File: src/rtl/pixel_adjust_filter_if.sv
// Valid/ready pixel stream carrying CHANNELS x DATA_WIDTH data plus a start-of-frame flag.
interface pixel_adjust_filter_if #(
    parameter int unsigned DATA_WIDTH = 8,
    parameter int unsigned CHANNELS   = 1
);
    logic [CHANNELS*DATA_WIDTH-1:0] data;
    logic                           valid;
    logic                           sof;
    logic                           ready;

    modport master (output data, output valid, output sof, input ready);
    modport slave  (input data, input valid, input sof, output ready);
endinterface

File: src/rtl/pixel_adjust_filter.sv
// Two-stage per-pixel point filter (bypass/brighten/darken/invert/threshold/contrast) with
// saturating arithmetic and configuration latched only on start-of-frame beats.
module pixel_adjust_filter #(
    parameter int unsigned DATA_WIDTH = 8,
    parameter int unsigned CHANNELS   = 1
) (
    input  logic                  clk,
    input  logic                  reset,
    input  logic [2:0]            cfg_mode,
    input  logic [DATA_WIDTH-1:0] cfg_amount,
    pixel_adjust_filter_if.slave  s,
    pixel_adjust_filter_if.master m,
    output logic [15:0]           frame_count
);
    localparam int unsigned PW = CHANNELS * DATA_WIDTH;
    localparam int unsigned WW = 2 * DATA_WIDTH + 2;
    localparam logic signed [WW-1:0] MAX_W = WW'((1 << DATA_WIDTH) - 1);
    localparam logic signed [WW-1:0] MID_W = WW'(1 << (DATA_WIDTH - 1));

    typedef enum logic [2:0] {
        MODE_BYPASS    = 3'd0,
        MODE_BRIGHTEN  = 3'd1,
        MODE_DARKEN    = 3'd2,
        MODE_INVERT    = 3'd3,
        MODE_THRESHOLD = 3'd4,
        MODE_CONTRAST  = 3'd5
    } mode_e;

    mode_e                  mode_q;
    mode_e                  mode_in;
    mode_e                  beat_mode;
    logic [DATA_WIDTH-1:0]  amount_q;
    logic [DATA_WIDTH-1:0]  beat_amount;
    logic signed [WW-1:0]   amt_w;
    logic signed [WW-1:0]   x_w     [CHANNELS];
    logic signed [WW-1:0]   op_wide [CHANNELS];
    logic signed [WW-1:0]   s1_wide [CHANNELS];
    logic                   s1_valid;
    logic                   s1_sof;
    logic                   s1_adv;
    logic                   s_accept;
    logic                   sof_accept;
    logic [PW-1:0]          clamped;

    // Stage 1 may load whenever stage 2 is empty or draining; no path from s.valid.
    assign s1_adv     = !m.valid || m.ready;
    assign s.ready    = !s1_valid || s1_adv;
    assign s_accept   = s.valid && s.ready;
    assign sof_accept = s_accept && s.sof;
    assign mode_in    = (cfg_mode > 3'd5) ? MODE_BYPASS : mode_e'(cfg_mode);

    // The sof beat itself already uses the freshly presented configuration.
    always_comb begin
        beat_mode   = mode_q;
        beat_amount = amount_q;
        if (sof_accept) begin
            beat_mode   = mode_in;
            beat_amount = cfg_amount;
        end
    end

    assign amt_w = WW'(beat_amount);

    // Unclamped point operation, evaluated in a signed domain wide enough for contrast.
    always_comb begin
        for (int c = 0; c < CHANNELS; c++) begin
            x_w[c]     = WW'(s.data[c*DATA_WIDTH +: DATA_WIDTH]);
            op_wide[c] = x_w[c];
            case (beat_mode)
                MODE_BRIGHTEN:  op_wide[c] = x_w[c] + amt_w;
                MODE_DARKEN:    op_wide[c] = x_w[c] - amt_w;
                MODE_INVERT:    op_wide[c] = MAX_W - x_w[c];
                MODE_THRESHOLD: op_wide[c] = (x_w[c] >= amt_w) ? MAX_W : '0;
                MODE_CONTRAST:  op_wide[c] = (((x_w[c] - MID_W) * amt_w) >>> 4) + MID_W;
                default:        op_wide[c] = x_w[c];
            endcase
        end
    end

    always_comb begin
        clamped = '0;
        for (int c = 0; c < CHANNELS; c++) begin
            if (s1_wide[c][WW-1])
                clamped[c*DATA_WIDTH +: DATA_WIDTH] = '0;
            else if (s1_wide[c] > MAX_W)
                clamped[c*DATA_WIDTH +: DATA_WIDTH] = '1;
            else
                clamped[c*DATA_WIDTH +: DATA_WIDTH] = s1_wide[c][DATA_WIDTH-1:0];
        end
    end

    // Stage 1 and the frame-boundary configuration shadow.
    always_ff @(posedge clk or posedge reset) begin
        if (reset) begin
            s1_valid <= 1'b0;
            s1_sof   <= 1'b0;
            mode_q   <= MODE_BYPASS;
            amount_q <= '0;
            for (int c = 0; c < CHANNELS; c++) s1_wide[c] <= '0;
        end else begin
            if (s.ready) begin
                s1_valid <= s.valid;
                s1_sof   <= s.valid && s.sof;
                for (int c = 0; c < CHANNELS; c++) s1_wide[c] <= op_wide[c];
            end
            if (sof_accept) begin
                mode_q   <= mode_in;
                amount_q <= cfg_amount;
            end
        end
    end

    // Stage 2 holds the clamped beat until downstream takes it.
    always_ff @(posedge clk or posedge reset) begin
        if (reset) begin
            m.valid <= 1'b0;
            m.sof   <= 1'b0;
            m.data  <= '0;
        end else if (s1_adv) begin
            m.valid <= s1_valid;
            m.sof   <= s1_sof;
            m.data  <= clamped;
        end
    end

    always_ff @(posedge clk or posedge reset) begin
        if (reset)
            frame_count <= '0;
        else if (m.valid && m.ready && m.sof)
            frame_count <= frame_count + 16'd1;
    end
endmodule

File: src/flat_wrapper.sv
// flat-port wrapper written by rule: the top's interface ports become plain ports
module pixel_adjust_filter_flat 
#(
    parameter int unsigned DATA_WIDTH = 8,
    parameter int unsigned CHANNELS   = 1
)
  (clk, reset, cfg_mode, cfg_amount, frame_count, s_data, s_valid, s_sof, s_ready, m_data, m_valid, m_sof, m_ready);
  pixel_adjust_filter_if #(.DATA_WIDTH(DATA_WIDTH), .CHANNELS(CHANNELS)) s_i ();
  pixel_adjust_filter_if #(.DATA_WIDTH(DATA_WIDTH), .CHANNELS(CHANNELS)) m_i ();
  input  logic clk;
  input  logic reset;
  input  logic [2:0] cfg_mode;
  input  logic [DATA_WIDTH-1:0] cfg_amount;
  output logic [15:0] frame_count;
  input wire logic [$bits(s_i.data)-1:0] s_data;
  input wire logic [$bits(s_i.valid)-1:0] s_valid;
  input wire logic [$bits(s_i.sof)-1:0] s_sof;
  output wire logic [$bits(s_i.ready)-1:0] s_ready;
  output wire logic [$bits(m_i.data)-1:0] m_data;
  output wire logic [$bits(m_i.valid)-1:0] m_valid;
  output wire logic [$bits(m_i.sof)-1:0] m_sof;
  input wire logic [$bits(m_i.ready)-1:0] m_ready;
  assign s_i.data = s_data;
  assign s_i.valid = s_valid;
  assign s_i.sof = s_sof;
  assign s_ready = s_i.ready;
  assign m_data = m_i.data;
  assign m_valid = m_i.valid;
  assign m_sof = m_i.sof;
  assign m_i.ready = m_ready;
  pixel_adjust_filter #(.DATA_WIDTH(DATA_WIDTH), .CHANNELS(CHANNELS)) u_core (.clk(clk), .reset(reset), .cfg_mode(cfg_mode), .cfg_amount(cfg_amount), .s(s_i), .m(m_i), .frame_count(frame_count));
endmodule
File: config.mk
export PLATFORM = sky130hd
export DESIGN_NAME = pixel_adjust_filter_flat
export DESIGN_NICKNAME = d
export VERILOG_FILES = /design/src/rtl/pixel_adjust_filter_if.sv /design/src/rtl/pixel_adjust_filter.sv /design/src/flat_wrapper.sv
export SDC_FILE = /design/constraint.sdc
export NUM_CORES = 1
export LEC_CHECK = 0
export ABC_CLOCK_PERIOD_IN_PS = 7800
export CORE_AREA = 5 5 136 170
export DETAILED_ROUTE_END_ITERATION = 6
export DIE_AREA = 0 0 141 175
export HOLD_SLACK_MARGIN = 0.03
export SYNTH_ARGS = -nofsm -noshare
export SYNTH_HDL_FRONTEND = slang
export SYNTH_SLANG_ARGS = --single-unit
File: constraint.sdc
create_clock -name clk -period 7.8 [get_ports clk]
set_input_delay 1.17 -clock clk [delete_from_list [all_inputs] [get_ports clk]]
set_output_delay 1.17 -clock clk [all_outputs]
set_load 0.01 [all_outputs]
* After elaboration in Yosys (flattened, before gate mapping)
Cells that the tools add are included.
Operators by class: add/sub/neg operators 6, $mul 1, order comparisons 3, eq/ne operators 5, muxes and demuxes 7, reductions and logical operators 9
Operators by type and width (number):
- 18-bit case mux with 5 select lines | 1
- 8-bit 2-to-1 mux | 4
- 18-bit by 9-bit > comparator with 1-bit output, second input constant | 1
- 9-bit by 9-bit multiplier with 18-bit output | 1
- 16-bit by 1-bit adder with 16-bit output, second input constant | 1
- 14-bit by 9-bit adder with 15-bit output, second input constant | 1
- 8-bit by 8-bit adder with 9-bit output | 1
- 8-bit by 8-bit subtractor with 9-bit output | 1
- 8-bit by 8-bit subtractor with 9-bit output, first input constant | 1
- 8-bit by 8-bit subtractor with 9-bit output, second input constant | 1
- 8-bit >= comparator | 1
- 3-bit by 2-bit equality test with 1-bit output, second input constant | 2
- 3-bit equality test, second input constant | 2
- 3-bit 2-to-1 mux | 2
- 1-bit logical AND | 5
- 3-bit by 1-bit equality test with 1-bit output, second input constant | 1
- 3-bit > comparator, second input constant | 1
- 1-bit logical NOT | 2
- 1-bit logical OR | 2
Storage, ports and cells: bits in registers 57, input port bits 24, output and inout port bits 27, word-level logic and storage cells 40

* Depth between registers and ports, before layout
Gate-level depths: netlist (run 1).
word-level depth 9, gate-level depth with buffers 28, mapped depth without buffers 26

* Least setup slack after synthesis (run 1)
OpenSTA, ideal clock, no wires.
kind input to register, start in m_ready, end reg u_core.s1_wide[12] in the netlist's numbering, arrival time 6514 ps, required time 7731 ps, setup slack 1217 ps, stages 21, path buffers 2, cell sequence and3b_1 > buf_6 > clkinv_2 > nand3_4 > buf_2 > nand2_1 > nand2_1 > nand2_1 > fa_1 > fa_1 > fa_1 > fa_1 > inv_1 > ha_1 > and4_1 > a21boi_1 > a211o_1 > and3_1 > nand2b_1 > or4b_1 > nand3_1
Between the ends: cells in the longest elaborated chain, start to end 8, elaborated cells on any way between the ends 15
Ends and longest elaborated chain:
- from (decl) | line flat_wrapper.sv:22 | input wire logic [$bits(m_i.ready)-1:0] m_ready;
- 1-bit logical OR (*) | line pixel_adjust_filter.sv:46 | assign s1_adv = !m.valid || m.ready;
- 1-bit logical OR (*) | line pixel_adjust_filter.sv:47 | assign s.ready = !s1_valid || s1_adv;
- 1-bit logical AND (*) | line pixel_adjust_filter.sv:48 | assign s_accept = s.valid && s.ready;
- 1-bit logical AND (*) | line pixel_adjust_filter.sv:49 | assign sof_accept = s_accept && s.sof;
- 8-bit 2-to-1 mux (*)
- named net u_core.beat_amount[1] | line pixel_adjust_filter.sv:33 | logic [DATA_WIDTH-1:0] beat_amount;
- 9-bit by 9-bit multiplier with 18-bit output | line pixel_adjust_filter.sv:74 | MODE_CONTRAST: op_wide[c] = (((x_w[c] - MID_W) * amt_w) >>> 4) + MID_W;
- 14-bit by 9-bit adder with 15-bit output | line pixel_adjust_filter.sv:74
- 18-bit case mux with 5 select lines (*) | line pixel_adjust_filter.sv:69 | case (beat_mode)
- to (decl) | line pixel_adjust_filter.sv:37 | logic signed [WW-1:0] s1_wide [CHANNELS];
The timed path passes the listed nets; every way through them passes the cells marked *. A chain may end at the register's enable or synchronous reset.

* Final worst setup path (run 1)
Same ends and word-level chain as after synthesis.

==> flow_summary_export.csv, run 1 <==
group,metric,value,unit
routing,drt_iter0_drc,270,
timing,slew_viol_final,0,
final_layout,diodes,0,
timing,worst_pin_slew,0.724,ns
critical_path,rrSetupSlack,1.73,ns
floorplan,placementRows,60,
cts,clock_path_buffers,2,
place,hpwl,13.3,mm
power,p_clk_share,8.8,%
place,dp.cells,1037,
power,finalPower,3.08,mW
final_layout,layout-drive-gt1-share,6.27,%
critical_path,critPathArrivalTime,7.26,ns
global_route,grt_max_degree,55,
floorplan,fp.dieH,175,um
timing,relSlewSlack,51.7,%
final_layout,fin_util,34.3,%
timing,fin_skew,0.00514,ns
floorplan,dieArea,0.0247,mm2
yosys,syn_area,0.00627,mm2
power,comb_power_share,78.3,%
yosys,synth_seq_cells,54,
cts,post_cts_buffers,0,
timing,rsz0062_at_grt,"no",
power,p_per_area,422,mW/mm2
final_layout,post_layout_nonfiller_instances,1045,
global_route,grt-ovfl-total,0,
critical_path,cp_top_family,"adder cells",
power,seq_power_share,12.8,%
min_path,min-delay-start,"u_core.s1_valid",
yosys,synth_cell_types,80,
timing,finalCritPeriodShare,90.0,%
critical_path,cp_max_fo,14,
yosys,synth_cells,713,
final_layout,num-nets-final,902,
global_route,grt_pass1_wl,27.4,mm
cts,ctsHoldBuffers,0,
timing,finalSetupViolations,0,
critical_path,cpPeakStageDelay,0.54,ns
timing,clock.fmax,142,MHz
power,ir_worst_vdd,0.269,mV
final_layout,syn_to_final_growth,16.5,%
min_path,hold_class,"flop to flop",
cts,cts_resized,0,
global_route,antenna_found_initial,0,
floorplan,fp.dieW,141,um
power,switchingPower,1.55,mW
critical_path,r2r-end,"u_core.s1_wide[12]",
global_route,grt_usage,13.7,%
cts,htree_levels,2,
power,swShare,50.2,%
yosys,synth-async-reset-ratio,100,%
routing,drt-total-wl,16.5,mm
critical_path,cp-start-kind,"input port",
power,p_int,1.54,mW
routing,wl_per_cell,15.7,um
floorplan,start_util,29.4,%
routing,postRouteAntennaNets,0,
timing,finalCriticalPeriod,7.02,ns
cts,cts_sinks,54,
critical_path,critPathKind,"input port to flop",
critical_path,crit_chain,"clkdlybuf4s50_1, and3b_1, clkinv_2, nand3_4, nand2_1, nand2_1, inv_1, nor2_1, fa_1, inv_1, fa_1, fa_1, fa_1, inv_1, ha_1, o21ai_0, o21bai_2, a21o_1, a211oi_2, xnor2_1, or4b_1, nand3_1",
cts,cts_tree,"done",
power,leakage,3.32,nW
timing,hold_viol,0,
critical_path,path_common_cell,"fa_1",
critical_path,reg2regPathDepth,21,
cts,root_buffer,"clkbuf_16",
cts,clkTransAtPathRegs,0.08,ns
cts,numCtsBuffers,5,
final_layout,n_fill_cell,2252,
floorplan,io_pins,51,
yosys,ys_warn_count,0,
yosys,seq_area_frac_synth,21.5,%
routing,num_vias,5083,
min_path,holdPathEnd,"u_core.m.valid",
yosys,syn_avg_cell_area,8.80,um2
place,globalplace.congestion,0.902,
place,portBuffers,50,
cts,clock_latency,0.30,ns
routing,dr.pass1.iters,5,
critical_path,r2r_start,"u_core.m.valid",
min_path,hold_depth,1,
yosys,syn_nets,850,
critical_path,required,8.04,ns
critical_path,crit_path_end_kind,"flop",
routing,drcViolationCount,0,
critical_path,cp.buffers_inverters,5,
critical_path,cp_slowest_cell,"fa_1",
routing,viasPerCell,4.86,
floorplan,core-area,0.0213,mm2
flow_run,drv_cap,0,
run_status,status,"finished clean",
timing,fin_setup_tns,0,ns
yosys,synth_edf_count,0,
yosys,synthFlopType,"dfrtp_1",
global_route,grt_pass1_vias,5315,
power by group through the flow:
stage	logic (mW)	clock network, mW	registers (mW)
floorplan	1.86	0	0.401
global placement	2.38	0	0.403
detailed placement	2.41	0	0.403
CTS	2.43	0.278	0.397
global route	2.77	0.288	0.405
finish	2.41	0.272	0.395
worst max-delay path by stage:
| stage | slack (ns) | depth (start not counted) | to | start |
|---|---|---|---|---|
| after detailed placement | 0.50 | 22 | u_core.s1_wide[12] | m_ready |
| after global placement | 0.58 | 24 | u_core.s1_wide[11] | m_ready |
| after floorplan | 1.22 | 21 | u_core.s1_wide[12] | m_ready |
| after CTS | 0.80 | 22 | u_core.s1_wide[12] | m_ready |
| final | 0.78 | 22 | u_core.s1_wide[12] | m_ready |
| after global routing | 0.34 | 22 | u_core.s1_wide[12] | m_ready |
layout make-up:
cell class,instances,area [um2],share of cell area [%]
sequential,54,1350,18.5
clock buffer,6,139,1.90
clock inverter,2,38.8,0.531
multi-input combinational,525,4390,60.2
inverter,117,440,6.03
tap,279,349,4.78
timing repair buffer,62,591,8.09
synthesized netlist by cell type (all sizes together), types with 7 or more instances:
cell type | count | area share, %
a21o | 7 | 0.86
a21oi | 35 | 2.8
and2 | 10 | 1.0
and3 | 7 | 0.70
buf | 10 | 0.90
clkbuf | 7 | 0.46
dfrtp | 54 | 22
fa | 58 | 19
ha | 55 | 11
inv | 113 | 6.8
nand2 | 80 | 4.8
nand2b | 8 | 0.80
nand3 | 20 | 1.8
nor2 | 51 | 3.4
nor2b | 15 | 1.5
nor3 | 11 | 1.1
o21ai | 33 | 2.6
o21bai | 12 | 1.5
xnor2 | 23 | 3.2
xor2 | 11 | 1.5
cells by family after synthesis:
group / share of synthesized area [%]
buffers and inverters: 8.38
XOR/XNOR: 4.75
AND/OR/NAND/NOR: 18.9
multiplexers: 1.52
adder cells (fa/ha/maj): 29.5
flip-flops: 21.5
AO/OA/AOI/OAI: 15.4
sequential cells by signal (all words and copies together), names as in the netlist:
name,count
u_core.frame_count,16
u_core.s1_wide,15
u_core.amount_q,8
u_core.m.data,8
u_core.mode_q,3
u_core.m.sof,1
u_core.m.valid,1
u_core.s1_sof,1
u_core.s1_valid,1
worst reg2reg max path: stages (launching register included):
cell and delay, ns:
dfrtp_1 0.41, and3b_1 0.34, clkinv_2 0.13, nand3_4 0.21, nand2_1 0.09, nand2_1 0.20, inv_1 0.16, nor2_1 0.26
fa_1 0.49, inv_1 0.18, fa_1 0.47, fa_1 0.51, fa_1 0.54, inv_1 0.04, ha_1 0.35, o21ai_0 0.31
o21bai_2 0.14, a21o_1 0.20, a211oi_2 0.22, xnor2_1 0.16, or4b_1 0.52, nand3_1 0.08
through the flow:
step	worst slack (ns)	instance area (um2)	hold slack [ns]
finish	0.782	7300	0.476
global route	0.337	7300	0.493
CTS	0.798	7300	0.487
detailed placement	0.504	7130	0.470
global placement	0.578	7130	0.449
floorplan	1.22	6270	0.427
placed cells by master, fill, tap and decap left out, types with 3 or more instances in the layout:
| master | count |
|---|---|
| fa_1 | 58 |
| nor3_1 | 10 |
| a21o_1 | 6 |
| o21bai_1 | 11 |
| or3_1 | 3 |
| ha_1 | 55 |
| o211ai_1 | 4 |
| nor2b_1 | 15 |
| and3_1 | 7 |
| a31oi_1 | 5 |
| and2_1 | 9 |
| buf_4 | 12 |
| nand4_1 | 3 |
| mux2i_1 | 5 |
| o21ai_0 | 30 |
| a21oi_1 | 35 |
| xor2_1 | 11 |
| o22ai_1 | 4 |
| nor4_1 | 4 |
| nor2_1 | 49 |
| nand2b_1 | 8 |
| and4_1 | 3 |
| o21ai_1 | 3 |
| nand2_1 | 79 |
| inv_1 | 111 |
| clkbuf_16 | 5 |
| xnor2_1 | 23 |
| clkinv_1 | 3 |
| clkdlybuf4s50_1 | 50 |
| nor4b_1 | 3 |
| a211oi_2 | 4 |
| o21a_1 | 5 |
| nand3_1 | 19 |
| dfrtp_1 | 54 |
routing by layer:
| layer | global-route usage [%] | vias to the layer above | wire, um |
|---|---|---|---|
| met5 | 0 | - | 0 |
| met4 | 4.56 | 0 | 500 |
| met3 | 1.51 | 32 | 612 |
| met2 | 25.9 | 121 | 8700 |
| met1 | 15.8 | 2470 | 6650 |
| li1 | - | 2460 | - |
Note: power is estimated with default switching activity, not from simulation.
==> run 2, diff against run 1 <==
--- a/config.mk
+++ b/config.mk
@@ -5,7 +5,7 @@
 export SDC_FILE = /design/constraint.sdc
 export NUM_CORES = 1
 export LEC_CHECK = 0
-export ABC_CLOCK_PERIOD_IN_PS = 7800
+export ABC_CLOCK_PERIOD_IN_PS = 5950
 export CORE_AREA = 5 5 136 170
 export DETAILED_ROUTE_END_ITERATION = 6
 export DIE_AREA = 0 0 141 175
==> constraint.sdc (replaced) <==
create_clock -name clk -period 5.95 [get_ports clk]
set_input_delay 0.8925 -clock clk [delete_from_list [all_inputs] [get_ports clk]]
set_output_delay 0.8925 -clock clk [all_outputs]
set_load 0.01 [all_outputs]
==> flow_summary_export.csv, run 2 (synthesized netlist as in run 1, its figures left out) <==
group,metric,value,unit
run_status,status,"finished clean",
cts,htree_levels,2,
final_layout,top_regs,"u_core.frame_count (16), u_core.s1_wide (15)",
power,finalPower,5.66,mW
min_path,holdPathEnd,"u_core.m.valid",
cts,cts_tree,"done",
floorplan,placementRows,60,
floorplan,fp.dieW,141,um
critical_path,rrSetupSlack,0.49,ns
place,portBuffers,50,
critical_path,reg2regPathDepth,22,
final_layout,fin_util,40.5,%
final_layout,diodes,0,
timing,clock.fmax,174,MHz
power,p_per_area,656,mW/mm2
timing,finalCritPeriodShare,96.4,%
timing,hold_viol,0,
final_layout,regMostFlops,"u_core.frame_count",
critical_path,crit_path_end_kind,"flop",
timing,rsz0062_at_grt,"yes",
timing,fin_skew,0.00713,ns
final_layout,final_cell_mix,"121 x buf_4, 106 x inv_1, 59 x nand2_1, 54 x dfrtp_1, 52 x fa_1",
routing,viasPerCell,4.79,
critical_path,required,6.18,ns
timing,slew_viol_final,0,
global_route,grt-ovfl-total,0,
final_layout,final_area,0.00864,mm2
routing,wl_per_cell,15.3,um
min_path,hold_class,"flop to flop",
place,hpwl,14.6,mm
floorplan,dieArea,0.0247,mm2
final_layout,final_common_cell,"buf_4",
power,leakage,3.92,nW
timing,hold_ws,0.452,ns
global_route,grt_pass1_vias,5717,
timing,relSlewSlack,52.6,%
cts,clock_latency,0.29,ns
timing,finalCriticalPeriod,5.74,ns
global_route,grt_pass1_wl,28.7,mm
routing,dr.pass1.iters,4,
critical_path,critPathArrivalTime,5.97,ns
cts,root_buffer,"clkbuf_16",
floorplan,start_util,29.4,%
cts,cts_sinks,54,
routing,drt_iter0_drc,342,
cts,clock_path_buffers,2,
critical_path,cp-start-kind,"input port",
routing,postRouteAntennaNets,0,
critical_path,critPathKind,"input port to flop",
cts,numCtsBuffers,5,
floorplan,core-area,0.0213,mm2
min_path,min-delay-start,"u_core.s1_valid",
floorplan,fp.dieH,175,um
critical_path,r2r-end,"u_core.s1_wide[12]",
global_route,grt_max_degree,55,
place,place_area,0.00792,mm2
global_route,antenna_found_initial,0,
cts,ctsHoldBuffers,0,
final_layout,num-nets-final,1018,
critical_path,cp_max_fo,7,
final_layout,layout-drive-gt1-share,27.4,%
min_path,hold_depth,1,
final_layout,syn_to_final_growth,37.8,%
critical_path,r2r_start,"u_core.m.valid",
flow_run,drv_cap,0,
routing,drt-total-wl,17.7,mm
routing,drcViolationCount,0,
power,ir_worst_vdd,0.369,mV
timing,finalSetupViolations,0,
place,globalplace.congestion,0.904,
floorplan,io_pins,51,
routing,num_vias,5560,
global_route,grt_usage,14.3,%
timing,worst_pin_slew,0.711,ns
cts,clkTransAtPathRegs,0.07,ns
final_layout,largest_reg_flops,16,
run 2: worst max-delay path, cell delays in order:
cell and delay (ns):
buf_2 0.11, and3b_2 0.24, buf_4 0.12, clkinv_4 0.05
nand3_4 0.15, nand2_2 0.10, nand2_4 0.12, nand2_4 0.07
fa_2 0.53, buf_4 0.17, buf_4 0.13, fa_1 0.56
fa_1 0.43, fa_1 0.50, inv_1 0.07, ha_4 0.24
and4_1 0.19, a21boi_2 0.17, a211o_1 0.27, and3_4 0.16
nand2b_1 0.14, or4b_1 0.47, nand3_1 0.08
run 2: report_power, final:
group / internal [mW] / total, mW / switching [mW]
Sequential: 0.456 / 0.521 / 0.0654
Combinational: 2.54 / 4.84 / 2.30
Clock: 0.169 / 0.305 / 0.136
run 2: stage by stage:
stage          setup WS, ns  instances  setup TNS [ns]
2_1_floorplan       0.00820        713               0
3_3_place_gp         -0.733       1129           -5.93
3_5_place_dp         -0.763       1129           -6.29
4_1_cts             0.00185       1148               0
5_1_grt             -0.0295       1161         -0.0649
6_report              0.214       1161               0
run 2: worst max-delay path by stage:
| stage | startpoint | endpoint | cells after the start |
|---|---|---|---|
| floorplan | m_ready | u_core.s1_wide[12] | 21 |
| global placement | m_ready | u_core.s1_wide[11] | 23 |
| detailed placement | m_ready | u_core.s1_wide[11] | 23 |
| CTS | m_ready | u_core.s1_wide[12] | 23 |
| global route | m_ready | u_core.s1_wide[13] | 26 |
| finish | m_ready | u_core.s1_wide[12] | 23 |
run 2: routing by layer:
| layer | track usage (%) | wire length [um] | vias to the layer above |
|---|---|---|---|
| met5 | 0 | 0 | - |
| met1 | 16.4 | 6920 | 2716 |
| met4 | 3.88 | 503 | 0 |
| met3 | 1.62 | 613 | 32 |
| li1 | - | - | 2694 |
| met2 | 27.7 | 9660 | 118 |
run 2: final cells by class:
class / count / area, um2
Clock buffer: 6 / 139
Clock inverter: 2 / 16.3
Timing Repair Buffer: 178 / 1510
Inverter: 117 / 448
Fill cell: 2146 / 12700
Multi-Input combinational cell: 525 / 4830
Tap cell: 279 / 349
Sequential cell: 54 / 1350
run 2: timing repair:
action | 4_1_cts | 5_1_grt
setup endpoints to repair | 9 | 8
gates resized for setup | 38 | 54
buffers inserted | 12 | 13
pin swaps | 28 | 44
